`src/rtl/game_io_pkg.sv`:
```
// Shared definitions for the game-input path: PS/2 packet FSM states, screen limits,
// field widths and the header-byte layout.
package game_io_pkg;

    typedef enum logic [1:0] {
        WAIT_B0,
        WAIT_B1,
        WAIT_B2
    } mouseState_t;

    localparam int SCREEN_X_MAX = 639;
    localparam int SCREEN_Y_MAX = 479;
    localparam int POS_W        = 11;
    localparam int DELTA_W      = 9;

    localparam int SYNC  = 3;
    localparam int XSIGN = 4;
    localparam int YSIGN = 5;
    localparam int XOVF  = 6;
    localparam int YOVF  = 7;

    // Header byte minus the always-one sync bit, which is only needed on arrival.
    typedef struct packed {
        logic       yOvf;
        logic       xOvf;
        logic       ySign;
        logic       xSign;
        logic [2:0] buttons;
    } mouseHeader_t;

endpackage

```
`src/rtl/axis_accum_clamp.sv`:
```
// One cursor axis: adds (or subtracts) a signed PS/2 delta and clamps to [0, MAX].
// Build with PS2_MOUSE_ACCEL_EN defined to double deltas whose magnitude exceeds 8.
module axis_accum_clamp
    import game_io_pkg::*;
#(
    parameter int MAX = SCREEN_X_MAX
) (
    input  logic        [POS_W-1:0]   pos,
    input  logic signed [DELTA_W-1:0] delta,
    input  logic                      negate,
    output logic        [POS_W-1:0]   nextPos
);

    localparam int SUM_W = 13;
    localparam logic signed [SUM_W-1:0] MAX_S = SUM_W'(MAX);

    logic signed [SUM_W-1:0] posExt;
    logic signed [SUM_W-1:0] step;
    logic signed [SUM_W-1:0] sum;

    assign posExt = {{(SUM_W-POS_W){1'b0}}, pos};

`ifdef PS2_MOUSE_ACCEL_EN
    // One extra bit holds the doubled magnitude of the most negative 9-bit delta.
    logic signed [DELTA_W:0] scaled;

    always_comb begin
        scaled = {delta[DELTA_W-1], delta};
        if (delta > 9'sd8 || delta < -9'sd8) begin
            scaled = scaled <<< 1;
        end
    end

    assign step = {{(SUM_W-DELTA_W-1){scaled[DELTA_W]}}, scaled};
`else
    assign step = {{(SUM_W-DELTA_W){delta[DELTA_W-1]}}, delta};
`endif

    always_comb begin
        sum = negate ? (posExt - step) : (posExt + step);
        if (sum < 13'sd0) begin
            nextPos = '0;
        end else if (sum > MAX_S) begin
            nextPos = POS_W'(MAX);
        end else begin
            nextPos = sum[POS_W-1:0];
        end
    end

endmodule

```
`src/rtl/ps2_mouse_tracker.sv`:
```
// Turns the PS/2 mouse byte stream into a clamped absolute cursor and button word.
// Optional delta acceleration is selected with PS2_MOUSE_ACCEL_EN (see axis_accum_clamp).
module ps2_mouse_tracker
    import game_io_pkg::*;
#(
    parameter int X_MAX          = SCREEN_X_MAX,
    parameter int Y_MAX          = SCREEN_Y_MAX,
    parameter int X_INIT         = 320,
    parameter int Y_INIT         = 240,
    parameter int TIMEOUT_CYCLES = 2500000
) (
    input  logic             clock,
    input  logic             ctrl_reset,
    input  logic [7:0]       rx_byte,
    input  logic             rx_valid,
    input  logic             rx_err,
    output logic [POS_W-1:0] rx,
    output logic [POS_W-1:0] ry,
    output logic [3:0]       var_word,   // "var" is a reserved word
    output logic             pkt_valid,
    output logic             sync_err
);

    localparam int CNT_W = $clog2(TIMEOUT_CYCLES + 1);
    localparam logic [CNT_W-1:0] CNT_LAST = CNT_W'(TIMEOUT_CYCLES - 1);

    mouseState_t  stateReg, stateNext;
    mouseHeader_t b0Reg, b0Next;
    logic [7:0]   b1Reg, b1Next;
    logic [CNT_W-1:0] cntReg, cntNext;
    logic apply;
    logic abort;

    logic signed [DELTA_W-1:0] dx, dy;
    logic [POS_W-1:0] nextX, nextY;

    always_comb begin
        stateNext = stateReg;
        b0Next    = b0Reg;
        b1Next    = b1Reg;
        cntNext   = '0;
        apply     = 1'b0;
        abort     = 1'b0;
        case (stateReg)
            WAIT_B0: begin
                if (rx_valid && !rx_err && rx_byte[SYNC]) begin
                    b0Next    = '{yOvf: rx_byte[YOVF], xOvf: rx_byte[XOVF],
                                  ySign: rx_byte[YSIGN], xSign: rx_byte[XSIGN],
                                  buttons: rx_byte[2:0]};
                    stateNext = WAIT_B1;
                end
            end
            WAIT_B1, WAIT_B2: begin
                if (rx_err) begin
                    abort = 1'b1;
                end else if (rx_valid) begin
                    if (stateReg == WAIT_B1) begin
                        b1Next    = rx_byte;
                        stateNext = WAIT_B2;
                    end else begin
                        apply     = 1'b1;
                        stateNext = WAIT_B0;
                    end
                end else if (cntReg == CNT_LAST) begin
                    abort = 1'b1;
                end else begin
                    cntNext = cntReg + 1'b1;
                end
            end
            default: stateNext = WAIT_B0;
        endcase
        if (abort) begin
            stateNext = WAIT_B0;
        end
    end

    // The third byte is consumed straight off the bus so the cursor lands one clock later.
    assign dx = b0Reg.xOvf ? '0 : {b0Reg.xSign, b1Reg};
    assign dy = b0Reg.yOvf ? '0 : {b0Reg.ySign, rx_byte};

    axis_accum_clamp #(.MAX(X_MAX)) xAxis (
        .pos     (rx),
        .delta   (dx),
        .negate  (1'b0),
        .nextPos (nextX)
    );

    axis_accum_clamp #(.MAX(Y_MAX)) yAxis (
        .pos     (ry),
        .delta   (dy),
        .negate  (1'b1),
        .nextPos (nextY)
    );

    always_ff @(posedge clock or negedge ctrl_reset) begin
        if (!ctrl_reset) begin
            stateReg  <= WAIT_B0;
            b0Reg     <= '0;
            b1Reg     <= '0;
            cntReg    <= '0;
            rx        <= POS_W'(X_INIT);
            ry        <= POS_W'(Y_INIT);
            var_word  <= '0;
            pkt_valid <= 1'b0;
            sync_err  <= 1'b0;
        end else begin
            stateReg  <= stateNext;
            b0Reg     <= b0Next;
            b1Reg     <= b1Next;
            cntReg    <= cntNext;
            pkt_valid <= apply;
            sync_err  <= abort;
            if (apply) begin
                rx       <= nextX;
                ry       <= nextY;
                var_word <= {1'b0, b0Reg.buttons};
            end
        end
    end

endmodule

```
`config.mk`:
```
export PLATFORM = sky130hd
export DESIGN_NAME = ps2_mouse_tracker
export DESIGN_NICKNAME = d
export VERILOG_FILES = /design/src/rtl/game_io_pkg.sv /design/src/rtl/axis_accum_clamp.sv /design/src/rtl/ps2_mouse_tracker.sv
export SDC_FILE = /design/constraint.sdc
export NUM_CORES = 1
export LEC_CHECK = 0
export BUFFER_PORTS_ARGS = -buffer_cell sky130_fd_sc_hd__buf_2
export CAP_MARGIN = 15
export CORE_AREA = 2 2 122 94
export CTS_CLUSTER_DIAMETER = 30
export DETAILED_ROUTE_END_ITERATION = 8
export DIE_AREA = 0 0 124 96
export GPL_ROUTABILITY_DRIVEN = 0
export SETUP_SLACK_MARGIN = 0.05
export SLEW_MARGIN = 40
export SYNTH_ARGS = -nofsm -noshare
export SYNTH_HDL_FRONTEND = slang
export SYNTH_SLANG_ARGS = --single-unit
```
`constraint.sdc`:
```
create_clock -name clock -period 4.05 [get_ports clock]
set_input_delay 0.81 -clock clock [delete_from_list [all_inputs] [get_ports clock]]
set_output_delay 0.81 -clock clock [all_outputs]
set_load 0.005 [all_outputs]
```
Word-level counts from Yosys, hierarchy flattened
Cells that the tools add are included.
W data, S select, Z words.
- bits in registers: 66
- word-level logic and storage cells: 59
- output and inout port bits: 28
- input bits: 12
- $add $sub $neg: 3
- equal/unequal tests: 6
- reduce and logical (&&, ||, !) cells: 8
- $lt $le $gt $ge: 4
- multiplexer cells: 24
- bitwise operators: 1
- operator list (cell ; number):
    $mux W22 ; 4
    $mux W11 ; 4
    $lt A13 B1 Y1 const B ; 2
    $add A22 B1 Y22 const B ; 1
    $eq A22 B22 Y1 const B ; 1
    $mux W9 ; 2
    $add A12 B9 Y13 ; 1
    $gt A13 B10 Y1 const B ; 1
    $gt A13 B11 Y1 const B ; 1
    $sub A12 B9 Y13 ; 1
    $mux W2 ; 5
    $ne A3 B3 Y1 const B ; 3
    $mux W1 ; 8
    $pmux W2 S2 ; 1
    $reduce_and A4 Y1 ; 1
    $reduce_and A3 Y1 ; 1
    $eq A2 B1 Y1 const B ; 1
    $eq A2 B2 Y1 const B ; 1
    $logic_and A1 B1 Y1 ; 2
    $logic_not A2 Y1 ; 1
    $reduce_and A2 Y1 ; 1
    $reduce_or A2 Y1 ; 1
    $logic_not A1 Y1 ; 1
    $not A1 Y1 ; 1

Depth between registers and ports, before layout
Gate-level depths: netlist of run 1.
- depth in word-level cells: 7
- depth in mapped cells: 11
- mapped depth without buffers: 11

Cells and area by module
A second synthesis of run 1 with hierarchy kept.
- cells, all modules: 475
- area total of the unflattened synthesis: 4658.2 µm²
- modules (own cells, without submodules) (module ; instances ; area each (µm²) ; seq. area each (µm²) ; cells an instance):
    ps2_mouse_tracker ; 1 ; 2946.6 ; 1659.1 ; 241
    axis_accum_clamp at yAxis ; 1 ; 860.8 ; 0.0 ; 117
    axis_accum_clamp at xAxis ; 1 ; 850.8 ; 0.0 ; 117

Worst setup path after synthesis of run 1
No wires, ideal clock.
- kind: input-to-reg
- start: in rx_byte[0]
- end: reg ry[0]
- setup time: 0.138 ns
- path slack: 1.106 ns
- data required time: 3.912 ns
- buffers on the path: 0
- stages: 10
- arrival time: 2.806 ns
- cells stage by stage: nor2b_1 ha_1 fa_1 nand2b_1 a21oi_1 o21ai_0 a211oi_1 o211a_1 a2bb2oi_2 o221ai_1
- word-level cells in the longest chain between the ends: 5
- elaborated cells on any way between the ends: 6
- classes of those cells: 1 x add/sub; 2 x order compare; 3 x mux
- RTL lines (what ; RTL line ; RTL):
    from (decl) ; ps2_mouse_tracker.sv:14 ; input logic [7:0] rx_byte,
    $mux W9 (*) ; ps2_mouse_tracker.sv:79 ; assign dy = b0Reg.yOvf ? '0 : {b0Reg.ySign, rx_byte};
    $sub A12 B9 Y13 (*) ; axis_accum_clamp.sv:40 ; sum = negate ? (posExt - step) : (posExt + step);
    $gt A13 B10 Y1 ; axis_accum_clamp.sv:43 ; end else if (sum > MAX_S) begin
    $mux W11 ; axis_accum_clamp.sv:43 ;
    $mux W11 (*) ; axis_accum_clamp.sv:41 ; if (sum < 13'sd0) begin
    to (signal assigned) ; ps2_mouse_tracker.sv:102 ; ry <= POS_W'(Y_INIT);
    to (signal assigned) ; ps2_mouse_tracker.sv:115 ; ry <= nextY;
    to (decl) ; ps2_mouse_tracker.sv:18 ; output logic [POS_W-1:0] ry,
Mark *: on every way between the ends. The rest lies on a longest branch, timed or not.
A chain may end at the register's enable or synchronous reset.

Final worst setup path of run 1
- start: reg b0Reg[5] (netlist name)
- end: reg rx[3]
- word-level cells in the longest chain between the ends: 5
- elaborated cells on any way between the ends: 6
- classes of those cells: 1 x add/sub; 2 x order compare; 3 x mux
- RTL lines (what ; RTL line ; RTL):
    from (decl) ; ps2_mouse_tracker.sv:28 ; mouseHeader_t b0Reg, b0Next;
    from (signal assigned) ; ps2_mouse_tracker.sv:108 ; b0Reg <= b0Next;
    $mux W9 (*) ; ps2_mouse_tracker.sv:78 ; assign dx = b0Reg.xOvf ? '0 : {b0Reg.xSign, b1Reg};
    $add A12 B9 Y13 (*) ; axis_accum_clamp.sv:40 ;
    $gt A13 B11 Y1 ; axis_accum_clamp.sv:43 ;
    $mux W11 ; axis_accum_clamp.sv:43 ;
    $mux W11 (*) ; axis_accum_clamp.sv:41 ;
    to (signal assigned) ; ps2_mouse_tracker.sv:101 ; rx <= POS_W'(X_INIT);
    to (signal assigned) ; ps2_mouse_tracker.sv:114 ; rx <= nextX;
    to (decl) ; ps2_mouse_tracker.sv:17 ; output logic [POS_W-1:0] rx,
Marks and branches as above.

==> qor.csv, run 1 <==
metric,value,unit
antenna_found_initial,0,
grt.total_usage,17.9,%
dpl.hpwl,7280,um
crit_chain,and2b_1 > ha_1 > inv_1 > fa_1 > nor2b_2 > o211ai_2 > a31oi_4 > a31oi_1 > a211oi_4 > o221ai_1 > a22o_1,
p_comb_share,52.9,%
post_cts_buffers,0,
drt-vias-per-instance,5.40,
crit_fanout,10,
core_area,10700,sq um
wl_per_cell,15.6,um
syn2layout_area_growth,15.7,%
cts_root_buffer,clkbuf_16,
drt_iter0_markers,165,
cts_hold_buf,0,
worst_pin_slew,0.555,ns
finClkSkew,0.00834,ns
final_antenna_net_count,0,
die_height,96,um
clk_latency,0.33,ns
grt_overflow,0,
die_w,124,um
io_buffers,38,
start_util,40.1,%
cts_resized,0,
worstSetupStartpointType,flip-flop,
hold_viol_final,0,
drive_above_1_share,21.4,%
status,completed,
register_area,1660,sq um
vias,3373,
postSynthAreaPerCell,9.95,sq um
clock_path_buffers,2,
drt-total-wl,9750,um
synthesis.nets,471,
fin_setup_tns,0,ns
syn_inst,433,
final_max_slew_viol_count,0,
synth-seq-cells,66,
die_area,11900,sq um
fin_area,4980,sq um
vdd_drop_max,0.288,mV
max_freq,311,MHz
synth_edf_count,0,
path_buf_inv,1,
grt_pass1_wl,16300,um
grt_pass1_vias,3197,
crit_cells,11,
netlist_area,4310,sq um
maxSlewHeadroom,63.0,%
p_int,2330,uW
ys_types,73,
finalSetupViolCount,0,
grt_max_degree,44,
synth.largest_area_cell,dfrtp_1,
p_sw_share,40.9,%
drcViolationCount,0,
end_kind,flip-flop,
power_per_cell_area,790,nW/um^2
netlist.area_leader.share,34.9,%
nets,518,
htree_levels,3,
cpPeakStageDelay,0.52,ns
fin_crit_sh,79.3,%
multi_input_area,2540,sq um
synth_commonest_cells,"dfrtp_1, nor2_1, nand2_1",
synth_most_common_cell,dfrtp_1,
cp_top_family,compound AO/OA/AOI/OAI gates,
crit_type,reg -> reg,
clock_power_share,21.1,%
fill_cells,1033,
cts_sinks,66,
synthTopCellsByArea,"dfrtp_1, ha_1, mux2_2",
synth-async-reset-ratio,100,%
period_needed,3.21,ns
ys.flop_type,dfrtp_1,
antenna_cells,0,
cts_tree,built,
io_pins,40,
dpl_cell_area,4670,sq um
hold_class,in -> async,
power_frac_seq,26.0,%
synth-seq-area-share,38.5,%
cts_buffers,9,
ys_warn_count,0,
p_sw,1610,uW
row_count,33,
reg2reg_depth,11,
cp_slowest_cell,a211oi_4,
leakagePower,0.00223,uW
cap_violations,0,
crit_required,4.26,ns
worstPathArrival,3.42,ns
grt_setup_unrepaired,no,
clk_pin_slew_worst_paths,0.06,ns
drtPass1Iterations,5,
## worst register-to-register path: stages, from the launching register on
cell and delay, ns:
dfrtp_1 0.45, and2b_1 0.24, ha_1 0.19, inv_1 0.06
fa_1 0.41, nor2b_2 0.17, o211ai_2 0.14, a31oi_4 0.30
a31oi_1 0.18, a211oi_4 0.52, o221ai_1 0.19, a22o_1 0.24
## layout by cell type (no fill, tap or decap), types with 5 or more instances in the layout
| cell type | count |
|---|---|
| and3_1 | 8 |
| nand2_1 | 32 |
| nand2b_1 | 13 |
| a21oi_1 | 18 |
| and2b_1 | 6 |
| buf_2 | 38 |
| nor2_1 | 42 |
| xor2_1 | 19 |
| mux2_2 | 15 |
| ha_1 | 24 |
| dfstp_2 | 6 |
| o21ai_0 | 8 |
| o21a_1 | 6 |
| nor3_1 | 11 |
| clkbuf_16 | 9 |
| nand4_1 | 8 |
| o221ai_1 | 10 |
| xnor2_1 | 10 |
| inv_1 | 18 |
| dfrtp_1 | 60 |
| a22o_1 | 10 |
| o211ai_1 | 9 |
| and2_1 | 5 |
| nand3_1 | 14 |
## final cells by class
cell class              instances  share of cell area [%]
well taps                     140                    3.51
inverters                      19                    1.48
multi-input cells             342                    50.9
repair buffers                 42                    4.42
flip-flops and latches         66                    33.3
clock inverters                 6                    1.81
clock buffers                  10                    4.59
## sequential cells by signal, indices dropped and copies added, names as in the netlist
name and cells:
ry 11, var_word 3, cntReg 22, sync_err 1
b1Reg 8, b0Reg 7, rx 11, stateReg 2
pkt_valid 1
## power by group through the flow
stage | logic, uW | registers (uW) | clock network, uW
after CTS | 2070 | 1030 | 856
after detailed placement | 2060 | 1040 | 0
after global placement | 2010 | 1030 | 0
after global routing | 2310 | 1060 | 888
final | 2080 | 1020 | 831
after floorplan | 1610 | 993 | 0
## worst paths after layout
path	end	slack, ns	start
max reg2reg	rx[3]	0.84	b0Reg[5]
max	rx[3]	0.84	b0Reg[5]
min reg2reg	var_word[0]	0.47	b0Reg[0]
max in group asynchronous	ry[6]	2.62	ctrl_reset
min	var_word[1]	0.46	ctrl_reset
min in group clock	var_word[0]	0.47	b0Reg[0]
## logic make-up (layout without fill, tap and decap cells)
logic type                 after synthesis  count (layout)  synth area share [%]
xor gates and xnor gates                32              32                  7.29
buffers and inverters                   25              77                  2.56
AOI/OAI and AO/OA                       95              95                  17.8
adders and majority gates               26              26                  7.90
other                                    1               1                0.0871
DFF                                     66              66                  38.5
and+or+nand+nor                        170             170                  21.2
muxes                                   18              18                  4.62
## layer usage
metal | share of wire [%] | up-vias | GRT usage (%) | wire [um]
met5 | 0 | - | 0 | 0
li1 | - | 1666 | - | -
met4 | 1.1 | 0 | 4.78 | 110
met3 | 4.7 | 11 | 3.97 | 456
met1 | 51 | 1628 | 26.3 | 4970
met2 | 43 | 68 | 26.4 | 4210
## per-stage QoR
step | power [uW] | hold slack [ns] | cells | util (%) | worst slack [ns]
after global placement | 3050 | 0.441 | 607 | 43.3 | 0.757
after detailed placement | 3100 | 0.457 | 609 | 43.5 | 0.629
after floorplan | 2600 | 0.433 | 433 | - | 1.11
final | 3940 | 0.465 | 625 | 46.4 | 0.836
after CTS | 3960 | 0.473 | 625 | 46.4 | 0.881
after global routing | 4260 | 0.497 | 625 | 46.4 | 0.658
Power figures use the tool's default switching activity.
==> inputs of run 2 (changes only) <==
==> constraint.sdc (replaced) <==
create_clock -name clock -period 3.1 [get_ports clock]
set_input_delay 0.62 -clock clock [delete_from_list [all_inputs] [get_ports clock]]
set_output_delay 0.62 -clock clock [all_outputs]
set_load 0.005 [all_outputs]
==> qor.csv, run 2 (same netlist as run 1, synthesis figures left out) <==
metric,value,unit,change
status,completed,,
antenna_found_initial,0,,unchanged
syn2layout_area_growth,18.7,%,
antenna_cells,0,,unchanged
hold_class,in -> async,,
max_freq,343,MHz,+10%
final_antenna_net_count,0,,unchanged
wl_per_cell,16.2,um,+4.0%
grt_setup_unrepaired,yes,,
drtPass1Iterations,4,,-1
crit_required,3.32,ns,-0.94 ns
row_count,33,,unchanged
rrSetupSlack,0.19,ns,-0.65 ns
largest-register,cntReg,,
worstSetupStartpointType,flip-flop,,
clk_latency,0.33,ns,about the same
htree_levels,3,,unchanged
mostFrequentLayoutCell,dfrtp_1,,
nets,531,,+2.5%
grt_pass1_wl,16800,um,+3.0%
worstPathArrival,3.13,ns,-0.29 ns
start_util,40.1,%,unchanged
multi_input_area,2630,sq um,+3.5%
io_buffers,38,,unchanged
die_height,96,um,unchanged
finalSetupViolCount,0,,unchanged
vdd_drop_max,0.342,mV,+19%
crit_type,reg -> reg,,
power_per_cell_area,1020,nW/um^2,+30%
drt-vias-per-instance,5.40,,+0.11%
r2r-start,b0Reg[5],,
grt_overflow,0,,unchanged
reg2reg_depth,11,,unchanged
clk_pin_slew_worst_paths,0.06,ns,about the same
grt_max_degree,32,,-27%
biggestRegsByFlops,"cntReg: 22 flops, rx: 11 flops, ry: 11 flops",,
register_area,1660,sq um,about the same
drt-total-wl,10400,um,+6.2%
drt_iter0_markers,277,,+68%
grt.total_usage,18.5,%,+0.64 points
end_kind,flip-flop,,
drcViolationCount,0,,unchanged
die_w,124,um,unchanged
cts_buffers,9,,unchanged
cts_sinks,66,,unchanged
maxSlewHeadroom,65.0,%,+2.0 points
core_area,10700,sq um,unchanged
fill_cells,1047,,+1.4%
io_pins,40,,unchanged
hold_viol_final,0,,unchanged
crit_fanout,6,,-4
final_cell_mix,"dfrtp_1, nor2_1, buf_2",,
fin_hold_ws,0.185,ns,-0.279 ns
largest_register_ffs,22,,unchanged
vias,3447,,+2.2%
timing.rr.end,rx[5],,
post-route-util,47.6,%,+1.2 points
worst_pin_slew,0.521,ns,-0.0341 ns
leakagePower,0.00227,uW,+1.6%
die_area,11900,sq um,unchanged
dpl.hpwl,7600,um,+4.4%
cts_root_buffer,clkbuf_16,,
grt_pass1_vias,3329,,+4.1%
period_needed,2.91,ns,-0.300 ns
cts_hold_buf,0,,unchanged
cts_tree,built,,
finClkSkew,0.00640,ns,-0.00194 ns
fin_crit_sh,94.0,%,+15 points
cap_violations,0,,unchanged
clock_path_buffers,2,,unchanged
drive_above_1_share,24.7,%,+3.3 points
final_max_slew_viol_count,0,,unchanged
==> run 2: cell types whose count changed in the layout (fill, tap and decap cells not counted), sizes merged, moves of 2 or more <==
cell	previous run	this run
clkinv	2	0
bufinv	2	0
buf	42	52
inv	20	24
==> run 2: routing by layer <==
metal | track usage [%] | up-vias | wire length, um
met3 | 5.15 | 6 | 485
li1 | - | 1704 | -
met2 | 27.6 | 67 | 4570
met5 | 0 | - | 0
met1 | 26.4 | 1670 | 5220
met4 | 4.78 | 0 | 73
==> run 2: how the worst max path moves through the flow <==
stage	from	end	slack, ns	cells past startpoint
after global routing	b0Reg[5]	rx[5]	0.03	11
after global placement	rx_byte[0]	ry[0]	0.05	11
after CTS	b0Reg[5]	rx[3]	0.15	11
after detailed placement	rx_byte[0]	ry[4]	-0.07	11
after floorplan	b0Reg[5]	rx[0]	0.33	11
final	b0Reg[5]	rx[5]	0.19	11
==> run 2: layout make-up <==
class	count	share of cell area, %
clock buffer	9	4.40
clock inverter	7	1.15
inverter	19	1.44
multi-input combinational	345	51.3
sequential	66	32.5
tap	140	3.43
timing repair buffer	52	5.77
==> run 2: what timing repair did <==
| item | in CTS | in global routing |
|---|---|---|
| endpoints found under the setup margin | 0 | 19 |
| resized for setup | 0 | 11 |
| setup buffers | 0 | 2 |
==> run 2: stage by stage <==
step	setup TNS (ns)	cells	cell area, sq um	worst slack, ns	power [uW]
floorplan	0	433	4310	0.328	3400
global placement	0	617	4730	0.0486	4070
CTS	0	633	5010	0.149	5140
global route	0	638	5110	0.0329	5670
finish	0	638	5110	0.187	5240
detailed placement	-0.281	617	4730	-0.0663	4130
==> run 2: worst max-delay path: stages (launching register included) <==
cell,delay [ns]
dfrtp_1,0.37
and2b_1,0.21
ha_2,0.20
inv_1,0.06
fa_2,0.37
nor2b_4,0.14
o211ai_2,0.14
a31oi_4,0.32
nand4_1,0.26
a21boi_2,0.35
o221ai_1,0.16
a22o_1,0.22
==> run 2: power breakdown <==
group          switching (uW)  total, uW  internal (uW)
clock network             420        975            555
logic                    1610       2920           1310
registers                 213       1340           1130
total                    2250       5240           2990
